<file path="src/rtl/runlen_detect_ctrl_pkg.sv">
// Shared types and default widths for the run-length detector controller.
package runlen_ctrl_pkg;

  localparam int unsigned DEF_RUN_W = 4;
  localparam int unsigned DEF_CNT_W = 8;

  typedef enum logic [1:0] {
    StIdle,
    StArmed,
    StRun,
    StDone
  } state_e;

endpackage

</file>
<file path="src/rtl/runlen_detect_ctrl_if.sv">
// Configuration handshake bundle between the host and the detector controller.
interface runlen_detect_ctrl_if
  import runlen_ctrl_pkg::*;
#(
  parameter int unsigned RUN_W = DEF_RUN_W,
  parameter int unsigned CNT_W = DEF_CNT_W
);

  logic             cfg_valid;
  logic             cfg_ready;
  logic [RUN_W-1:0] cfg_len;
  logic [CNT_W-1:0] cfg_limit;
  logic             cfg_overlap;

  modport master (
    output cfg_valid,
    output cfg_len,
    output cfg_limit,
    output cfg_overlap,
    input  cfg_ready
  );

  modport slave (
    input  cfg_valid,
    input  cfg_len,
    input  cfg_limit,
    input  cfg_overlap,
    output cfg_ready
  );

endinterface

</file>
<file path="src/rtl/runlen_detect_ctrl_run_counter.sv">
// Saturating run-length counter; flags a match on the edge that completes a run.
module run_counter
  import runlen_ctrl_pkg::*;
#(
  parameter int unsigned RUN_W = DEF_RUN_W
) (
  input  logic             clk,
  input  logic             rst_n,
  input  logic             clear_i,
  input  logic             en_i,
  input  logic             x_i,
  input  logic [RUN_W-1:0] len_i,
  input  logic             overlap_i,
  output logic             match_o,
  output logic [RUN_W-1:0] run_d_o
);

  localparam logic [RUN_W-1:0] RunMax = '1;

  logic [RUN_W-1:0] run_q, run_d, run_inc;

  // Next run count and same-edge match strobe
  always_comb begin
    run_inc = (run_q == RunMax) ? run_q : run_q + 1'b1;
    match_o = 1'b0;
    run_d   = run_q;
    if (clear_i) begin
      run_d = '0;
    end else if (en_i) begin
      if (!x_i) begin
        run_d = '0;
      end else begin
        match_o = overlap_i ? (run_inc >= len_i) : (run_inc == len_i);
        // Non-overlap restarts the run; overlap keeps counting (saturating)
        run_d   = (match_o && !overlap_i) ? '0 : run_inc;
      end
    end
  end

  // Run count register
  always_ff @(posedge clk or negedge rst_n) begin
    if (!rst_n) begin
      run_q <= '0;
    end else begin
      run_q <= run_d;
    end
  end

  assign run_d_o = run_d;

endmodule

</file>
<file path="src/rtl/runlen_detect_ctrl.sv">
// Programmable run-length detector: config handshake, match pulses, match limit.
module runlen_detect_ctrl
  import runlen_ctrl_pkg::*;
#(
  parameter int unsigned RUN_W = DEF_RUN_W,
  parameter int unsigned CNT_W = DEF_CNT_W
) (
  input  logic                 clk,
  input  logic                 rst_n,
  runlen_detect_ctrl_if.slave  cfg,
  input  logic                 abort_i,
  input  logic                 x_i,
  output logic                 match_o,
  output logic [CNT_W-1:0]     match_cnt_o,
  output logic                 busy_o,
  output logic                 done_o,
  output logic                 cfg_err_o
);

  state_e           state_q;
  logic [RUN_W-1:0] len_q;
  logic [CNT_W-1:0] limit_q;
  logic             overlap_q;
  logic [CNT_W-1:0] match_cnt_q;
  logic             match_q;
  logic             cfg_err_q;

  logic             busy;
  logic             cfg_fire;
  logic             run_match;
  logic [RUN_W-1:0] run_d;
  logic [CNT_W-1:0] cnt_inc;
  state_e           run_state;

  assign busy      = (state_q == StArmed) || (state_q == StRun);
  assign cfg_fire  = cfg.cfg_valid && cfg.cfg_ready;
  // Count never exceeds a nonzero limit, so saturation only matters when unlimited
  assign cnt_inc   = (match_cnt_q == '1) ? match_cnt_q : match_cnt_q + 1'b1;
  assign run_state = (run_d == '0) ? StArmed : StRun;

  run_counter #(
    .RUN_W (RUN_W)
  ) u_run_counter (
    .clk       (clk),
    .rst_n     (rst_n),
    .clear_i   (abort_i || cfg_fire),
    .en_i      (busy),
    .x_i       (x_i),
    .len_i     (len_q),
    .overlap_i (overlap_q),
    .match_o   (run_match),
    .run_d_o   (run_d)
  );

  // Controller FSM; abort beats the config handshake, which beats x processing
  always_ff @(posedge clk or negedge rst_n) begin
    if (!rst_n) begin
      state_q     <= StIdle;
      len_q       <= '0;
      limit_q     <= '0;
      overlap_q   <= 1'b0;
      match_cnt_q <= '0;
      match_q     <= 1'b0;
      cfg_err_q   <= 1'b0;
    end else begin
      match_q   <= 1'b0;
      cfg_err_q <= 1'b0;
      if (abort_i) begin
        // A config offered together with abort is dropped
        state_q <= StIdle;
      end else if (cfg_fire) begin
        if (cfg.cfg_len == '0) begin
          cfg_err_q <= 1'b1;
          state_q   <= StIdle;
        end else begin
          len_q       <= cfg.cfg_len;
          limit_q     <= cfg.cfg_limit;
          overlap_q   <= cfg.cfg_overlap;
          match_cnt_q <= '0;
          state_q     <= StArmed;
        end
      end else if (busy) begin
        state_q <= run_state;
        if (run_match) begin
          match_q     <= 1'b1;
          match_cnt_q <= cnt_inc;
          if ((limit_q != '0) && (cnt_inc == limit_q)) begin
            state_q <= StDone;
          end
        end
      end
    end
  end

  assign cfg.cfg_ready = (state_q == StIdle) || (state_q == StDone);
  assign busy_o        = busy;
  assign done_o        = (state_q == StDone);
  assign match_o       = match_q;
  assign match_cnt_o   = match_cnt_q;
  assign cfg_err_o     = cfg_err_q;

endmodule

</file>
<file path="src/flat_wrapper.sv">
// flat-port wrapper written by rule: the top's interface ports become plain ports
module runlen_detect_ctrl_flat import runlen_ctrl_pkg::*;
#(
  parameter int unsigned RUN_W = DEF_RUN_W,
  parameter int unsigned CNT_W = DEF_CNT_W
)
  (clk, rst_n, abort_i, x_i, match_o, match_cnt_o, busy_o, done_o, cfg_err_o, cfg_cfg_valid, cfg_cfg_len, cfg_cfg_limit, cfg_cfg_overlap, cfg_cfg_ready);
  runlen_detect_ctrl_if #(.RUN_W(RUN_W), .CNT_W(CNT_W)) cfg_i ();
  input  logic clk;
  input  logic rst_n;
  input  logic abort_i;
  input  logic x_i;
  output logic match_o;
  output logic [CNT_W-1:0] match_cnt_o;
  output logic busy_o;
  output logic done_o;
  output logic cfg_err_o;
  input wire logic [$bits(cfg_i.cfg_valid)-1:0] cfg_cfg_valid;
  input wire logic [$bits(cfg_i.cfg_len)-1:0] cfg_cfg_len;
  input wire logic [$bits(cfg_i.cfg_limit)-1:0] cfg_cfg_limit;
  input wire logic [$bits(cfg_i.cfg_overlap)-1:0] cfg_cfg_overlap;
  output wire logic [$bits(cfg_i.cfg_ready)-1:0] cfg_cfg_ready;
  assign cfg_i.cfg_valid = cfg_cfg_valid;
  assign cfg_i.cfg_len = cfg_cfg_len;
  assign cfg_i.cfg_limit = cfg_cfg_limit;
  assign cfg_i.cfg_overlap = cfg_cfg_overlap;
  assign cfg_cfg_ready = cfg_i.cfg_ready;
  runlen_detect_ctrl #(.RUN_W(RUN_W), .CNT_W(CNT_W)) u_core (.clk(clk), .rst_n(rst_n), .cfg(cfg_i), .abort_i(abort_i), .x_i(x_i), .match_o(match_o), .match_cnt_o(match_cnt_o), .busy_o(busy_o), .done_o(done_o), .cfg_err_o(cfg_err_o));
endmodule
</file>
<file path="config.mk">
export PLATFORM = sky130hd
export DESIGN_NAME = runlen_detect_ctrl_flat
export DESIGN_NICKNAME = d
export VERILOG_FILES = /design/src/rtl/runlen_detect_ctrl_pkg.sv /design/src/rtl/runlen_detect_ctrl_if.sv /design/src/rtl/runlen_detect_ctrl_run_counter.sv /design/src/rtl/runlen_detect_ctrl.sv /design/src/flat_wrapper.sv
export SDC_FILE = /design/constraint.sdc
export NUM_CORES = 1
export LEC_CHECK = 0
export CORE_ASPECT_RATIO = 1.4
export CORE_MARGIN = 8
export CORE_UTILIZATION = 52
export CTS_CLUSTER_SIZE = 24
export DETAILED_ROUTE_END_ITERATION = 10
export MAX_ROUTING_LAYER = met4
export PLACE_DENSITY = 0.79
export SYNTH_ARGS = -nofsm -noshare
export SYNTH_HDL_FRONTEND = slang
export SYNTH_HIERARCHICAL = 1
export SYNTH_SLANG_ARGS = --single-unit
</file>
<file path="constraint.sdc">
create_clock -name clk -period 3.4 [get_ports clk]
set_input_delay 0.51 -clock clk [delete_from_list [all_inputs] [get_ports clk]]
set_output_delay 0.51 -clock clk [all_outputs]
set_load 0.005 [all_outputs]
</file>
==> results.md, run 1 <==
* Result of the run: finished, final reports clean
* Number of vias in the routed layout at around 1.7k
* Sum of negative setup slack at 0 ps
* Min setup slack post-route at 384 ps
* Root Buffer: clkbuf_8
* Max-slew headroom at 62.9%
* Setup violation total in the final timing report at 0
* Tightest hold margin at 476 ps
* WP data required at 3590 ps
* Cell Area, Synth at 1910 um2
* Max-cap check violation count at 0
* Area of placed instances at ~2200 um2
* Post-synth EDFFs at 0
* PD cells at 401 nW/um2
* Hold path startpoint: u_core/len_q[1]$_DFFE_PN0P_
* Clock transition at path regs at 60 ps
* Largest net degree at the start of global routing at 30
* Number of global-route vias before repair at 1723
* Highest clock rate at 332 MHz
* Cell area after layout at 2300 um2
* Post-layout instance count excluding filler cells at 282
* Clock insertion delay at the later pin of the skew report at 280 ps
* Clock tree from TritonCTS: yes
* Worst reg2reg endpoint: u_core/state_q[0]$_DFFE_PN0P_
* Wire length per cell after detailed routing at around 17 um
* Sequential share of the synthesized area at 38.1%
* Wire length of the first global-routing pass at 7960 um
* Initial standard-cell utilization of the core at between 50% and 60%
* Critical-path cell with the highest stage delay: dfrtp_1
* TritonCTS Buffers at 5
* Setup repair after global routing missed its margin: no
* Longest Clk Path Bufs at 2
* Synthesized area divided by synthesized cell count at 9.26 um2
* Slew of the pin with the lowest slew margin at 555 ps
* Crit Path Max Fanout at 7
* First DRT Iteration DRCs at 135
* LEAKAGE at 0.989 nW
* Number of buffers inserted for hold repair after clock tree synthesis at 0
* Fin crit share at 88.7%
* Worst endpoint data arrival time at 3210 ps
* Diodes inserted at 0
* Congestion Overflow GR at 0
* Synth Flop Type: dfrtp_1
* Number of routed nets with antenna violations at 0
* Floorplan die width at 67.2 um
* All-layer global routing usage at about 18%
* Terminating pin of the worst hold path: u_core/len_q[1]$_DFFE_PN0P_
* Core box area at 3580 um2
* Number of iterations in the first detailed-routing pass at 4
* Async S/R FF share, synth at 100%
* TritonCTS sink count at 29
* Sum of buffers and inverters on the critical path at 0
* Leading cell types in the layout, fill and taps excluded: 30 x clkdlybuf4s50_1, 30 x nand2_1, 29 x dfrtp_1, 17 x a21oi_1, 10 x nand2b_1
* Gate count after technology mapping at around 210
* Post-CTS setup buffer count at 0
* Worst Reg-to-Reg Cells at 12
* Number of placed I/O pins at 31
* Vert. Die Dim at 87.7 um
* Count of warnings emitted by yosys at 6
* Post-detailed-placement half-perimeter wirelength at roughly 3500 um
* Hold Path Class: flop to flop
* Minimum period implied by the final worst setup slack at ~3000 ps
* Hold Path Stages at 2
* Number of different library cells in the post-synthesis netlist at 51
* Overall routed net length at 4710 um
* Clock tree skew after final layout at 4.29 ps
* Inst Count DP at 274
* Slowest Stage Delay on Critical Path at ~460 ps
* Worst r2r src: u_core/u_run_counter/run_q[0]$_DFF_PN0_
* Critical Path Source Type: flop
* CP Cell Sequence: ha_1 -> nor2b_1 -> a41oi_1 -> ha_1 -> and4b_1 -> o21ai_0 -> a31oi_1 -> nand2_1 -> a311o_1 -> a2111oi_2 -> nand4_1 -> o21ai_0
* Max VDD drop at around 0.42 mV
* Buffers added on ports at 30
* Post-route DRC at 0
* Vias/cell at 6.01
* Placer Congestion at just under 0.9
* Register-to-register path setup slack at about 380 ps
* Growth of design area from synthesis to finish at 20.7%
* Number of failing hold endpoints at the final stage at 0
* Worst setup EP type: flop
* Initial antenna violation count at 0
* Number of levels the H-tree was split into at 2
* DP Worst Slack at 319 ps
* Family with the most delay on the worst path: compound AO/OA/AOI/OAI gates
* Die area at a little under 6000 um2
* Number of standard-cell rows in the floorplan at 26
* Post-layout nets at around 260
* Register bit count reported by yosys at 29
* Crit path kind: flop to flop
* Number of pins with negative max-slew slack in the final report at 0
* Fraction of final layout cells sized beyond drive strength 1 at roughly an eighth
* Synthesized net count at 231
[flip-flops by register name, summed over array words and instances (netlist names)]
name,flops
u_core/state_q,2
u_core/match_cnt_o,8
u_core/u_run_counter/run_q,4
u_core/cfg_err_o,1
u_core/len_q,4
u_core/limit_q,8
u_core/overlap_q,1
u_core/match_o,1
[worst max-delay path by stage]
stage | from | endpoint | slack, ps | depth (start not counted)
final | u_core/u_run_counter/run_q[0]$_DFF_PN0_ | u_core/state_q[0]$_DFFE_PN0P_ | 380 | 12
after global placement | abort_i | u_core/match_cnt_o[0]$_DFFE_PN0P_ | 450 | 11
after CTS | u_core/u_run_counter/run_q[0]$_DFF_PN0_ | u_core/match_cnt_o[5]$_DFFE_PN0P_ | 300 | 11
after global routing | u_core/u_run_counter/run_q[0]$_DFF_PN0_ | u_core/state_q[0]$_DFFE_PN0P_ | 100 | 12
after floorplan | u_core/u_run_counter/run_q[0]$_DFF_PN0_ | u_core/state_q[0]$_DFFE_PN0P_ | 760 | 12
after detailed placement | u_core/u_run_counter/run_q[0]$_DFF_PN0_ | u_core/match_cnt_o[5]$_DFFE_PN0P_ | 320 | 11
[through the flow]
step                      total power, mW  utilization [%]
after floorplan                     0.577                -
after global placement              0.651             62.0
after detailed placement            0.659             62.0
after CTS                           0.930             64.2
after global routing                0.978             64.3
final                               0.922             64.3
[cell type report]
type	count	area, um2
timing repair buffer	33	323
sequential	29	726
multi-input combinational	164	1100
inverter	6	22.5
tap	42	52.6
fill	310	1280
clock buffer	8	80.1
[kinds of logic (layout without fill, tap and decap cells)]
logic type	Yosys count	in the layout	synth area share, %
AO/OA/AOI/OAI	55	55	20.5
AND/OR/NAND/NOR	88	88	24.6
multiplexers	10	10	5.84
buffers and inverters	13	47	4.53
adder cells (fa/ha/maj)	7	7	4.59
XOR/XNOR	4	4	1.84
flip-flops	29	29	38.1
[synth_stat cells (2+ instances only)]
cell type,count,area share (%)
a21oi_1,17,4.5
a31oi_1,5,1.6
a32o_1,2,1.0
a41oi_1,2,0.92
and2_2,2,0.79
and3_1,5,1.6
and4_1,2,0.92
and4b_1,2,1.0
buf_2,2,0.52
buf_6,2,1.2
dfrtp_1,29,38
ha_1,7,4.6
inv_1,6,1.2
mux2_2,9,5.3
nand2_1,30,5.9
nand2b_1,10,3.3
nand3_1,5,1.3
nand4_1,6,2.0
nor2_1,10,2.0
nor2b_1,4,1.3
nor3_1,3,0.79
nor4_1,3,0.98
o211a_1,2,1.0
o21a_1,2,0.79
o21ai_0,9,2.4
o32ai_1,3,1.4
xnor2_1,2,0.92
xor2_1,2,0.92
[worst reg2reg max path, delay by kind of cell (launching register included)]
family          cells  cell delay (ps)
compound gates      6             1170
fa+ha+maj           2              670
flops               1              460
simple gates        4              630
[metal layers]
metal / routed length (um) / vias to the layer above / GRT usage [%]
met5: 0 / - / -
met4: 110 / 0 / 7.06
li1: - / 829 / -
met3: 163 / 9 / 3.97
met1: 1800 / 817 / 18.5
met2: 2630 / 40 / 31.4
[power by group]
part / leakage (nW) / internal (mW) / total (mW) / switching [mW]
Combinational: 0.572 / 0.116 / 0.214 / 0.0974
Sequential: 0.378 / 0.391 / 0.441 / 0.0501
Clock: 0.0395 / 0.145 / 0.268 / 0.123
Total: 0.989 / 0.652 / 0.922 / 0.270
[timing repair]
action                                  4_1_cts  5_1_grt
hold endpoints to repair                      0        0
endpoints found under the setup margin        0        1
gates resized for setup                       0        1
No activity file was read; power rests on OpenSTA's default activity.
==> run 2: changes to the inputs <==
CAP_MARGIN = 30   (was unset)
==> results of run 2 <==
The final DEF is identical to that of run 1; final timing and power are the same.
==> edit, RTL diff (settings of run 2) <==
Encoding of `state_e`: now Gray code (2 bits for 4 states).
--- a/src/rtl/runlen_detect_ctrl_pkg.sv
+++ b/src/rtl/runlen_detect_ctrl_pkg.sv
@@ -7,6 +7,6 @@
   typedef enum logic [1:0] {
-    StIdle,
-    StArmed,
-    StRun,
-    StDone
+    StIdle  = 2'b00,
+    StArmed = 2'b01,
+    StRun   = 2'b11,
+    StDone  = 2'b10
   } state_e;
Check against the original RTL: no difference found for any inputs over 10 cycles, from zero or initial values and one cycle with rst_n low; not proved beyond that.
==> edit against run 2 <==
- routed wire length is 2.1% lower
- clock skew is 0.0029 ns higher
- via count rose by 5.0%
- setup slack worse by 0.084 ns
- sequential cell count unchanged
- total power increased by 3.2%
- critical endpoint unchanged
- synthesized area fell by 1.6%
- cell area grew 1.0%
- fmax down 2.7%
==> edit: results (changes against run 2) <==
outcome: "finished clean"
synth_compound_area_frac: 0.233  # +0.0273
layout.nets: 270  # +2.3%
clk_pin_slew_ns: 0.06  # about the same
hold_depth: 1  # -1
critical_path.max_fanout: 7  # unchanged
cts-root-buf: "clkbuf_8"
placed_cells: 281  # +2.6%
post-place-ws_ns: 0.370  # +0.0511 ns
synthesis.nets: 237  # +2.6%
antenna_found_initial: 0  # unchanged
path_class: "reg -> reg"
internal-power_mw: 0.702  # +7.6%
grt_max_degree: 30  # unchanged
max_slew_margin: 0.707  # +0.0779
drt-total-wl_mm: 4.61  # -2.1%
synth_fa_ha_area_frac: 0.0400  # -0.00593
grt_pass1_vias: 1650  # -4.2%
fin_ws_ns: 0.300  # -0.0837 ns
seq_area_frac_synth: 0.387  # +0.00609
synthArstFlopShare: 1.00  # unchanged
synth_xor_area_frac: 0.0327  # +0.0143
critPathTopFamily: "compound AO/OA/AOI/OAI gates"
holdPathEnd: "u_core/len_q[3]"
min-delay-start: "u_core/len_q[3]"
dr.first_iter.drc_count: 136  # +0.74%
r2r_start: "u_core/u_run_counter/run_q[0]"
synthMuxAreaShare: 0.00600  # -0.0524
regArea_um2: 726  # unchanged
avgViaCountPerCell: 6.16  # +2.4%
antenna_cells: 0  # unchanged
drive_gt1_frac: 0.0810  # -0.0399
syn_avg_cell_area_um2: 8.81  # -4.8%
regToRegEndpoint: "u_core/state_q[0]"
synth.distinct_cells: 49  # -3.9%
clk_latency_ns: 0.28  # about the same
wl_per_cell_um: 16.0  # -4.4%
cp.arrival_ns: 3.24  # +0.03 ns
synthTopCellsByArea: "dfrtp_1, nand2_1, ha_1, a21oi_1, o21ai_0"
skew_ns: 0.00723  # +0.00294 ns
grt_usage: 0.170  # -0.00805
whs_ns: 0.502  # +0.0262 ns
dp_hpwl_mm: 3.47  # -2.0%
dr.pass1.iters: 4  # unchanged
htree_num_levels: 2  # unchanged
crit_path_max_incr_delay_ns: 0.47
static-leakage-power_nw: 0.978  # -1.1%
hold_class: "reg -> reg"
postCtsSetupBuffers: 0  # unchanged
synth_common_cells: "nand2_1, dfrtp_1, nor2_1"
cts_buffer_depth: 2  # unchanged
reg2reg_depth: 12  # unchanged
ys.flop_type: "dfrtp_1"
fillers: 290  # -6.5%
peakVddDrop_mv: 0.390  # -7.6%
place_area_mm2: 0.00221  # -0.45%
grt_pass1_wl_mm: 7.60  # -4.4%
gp_congestion: 0.943  # +7.3%
edit: power groups by stage:
stage / combinational, mW / clock [mW] / sequential [mW]
after detailed placement: 0.165 / 0 / 0.428
after floorplan: 0.111 / 0 / 0.412
final: 0.166 / 0.364 / 0.422
after global routing: 0.186 / 0.385 / 0.428
after CTS: 0.166 / 0.372 / 0.422
after global placement: 0.160 / 0 / 0.426
edit: layer usage:
layer / track usage / routed length (µm) / vias up / share of wire
met5: - / 0 / - / 0
met4: 0.0682 / 59 / 0 / 0.013
met3: 0.0412 / 271 / 6 / 0.059
met1: 0.191 / 1840 / 859 / 0.40
met2: 0.279 / 2440 / 65 / 0.53
li1: - / - / 849 / -
edit: cell type report:
| class | count | share of cell area |
|---|---|---|
| repair buffers | 33 | 0.139 |
| well taps | 42 | 0.0226 |
| flip-flops and latches | 29 | 0.312 |
| inverters | 9 | 0.0145 |
| clock buffers | 7 | 0.0371 |
| multi-input cells | 168 | 0.462 |
| clock inverters | 1 | 0.0129 |
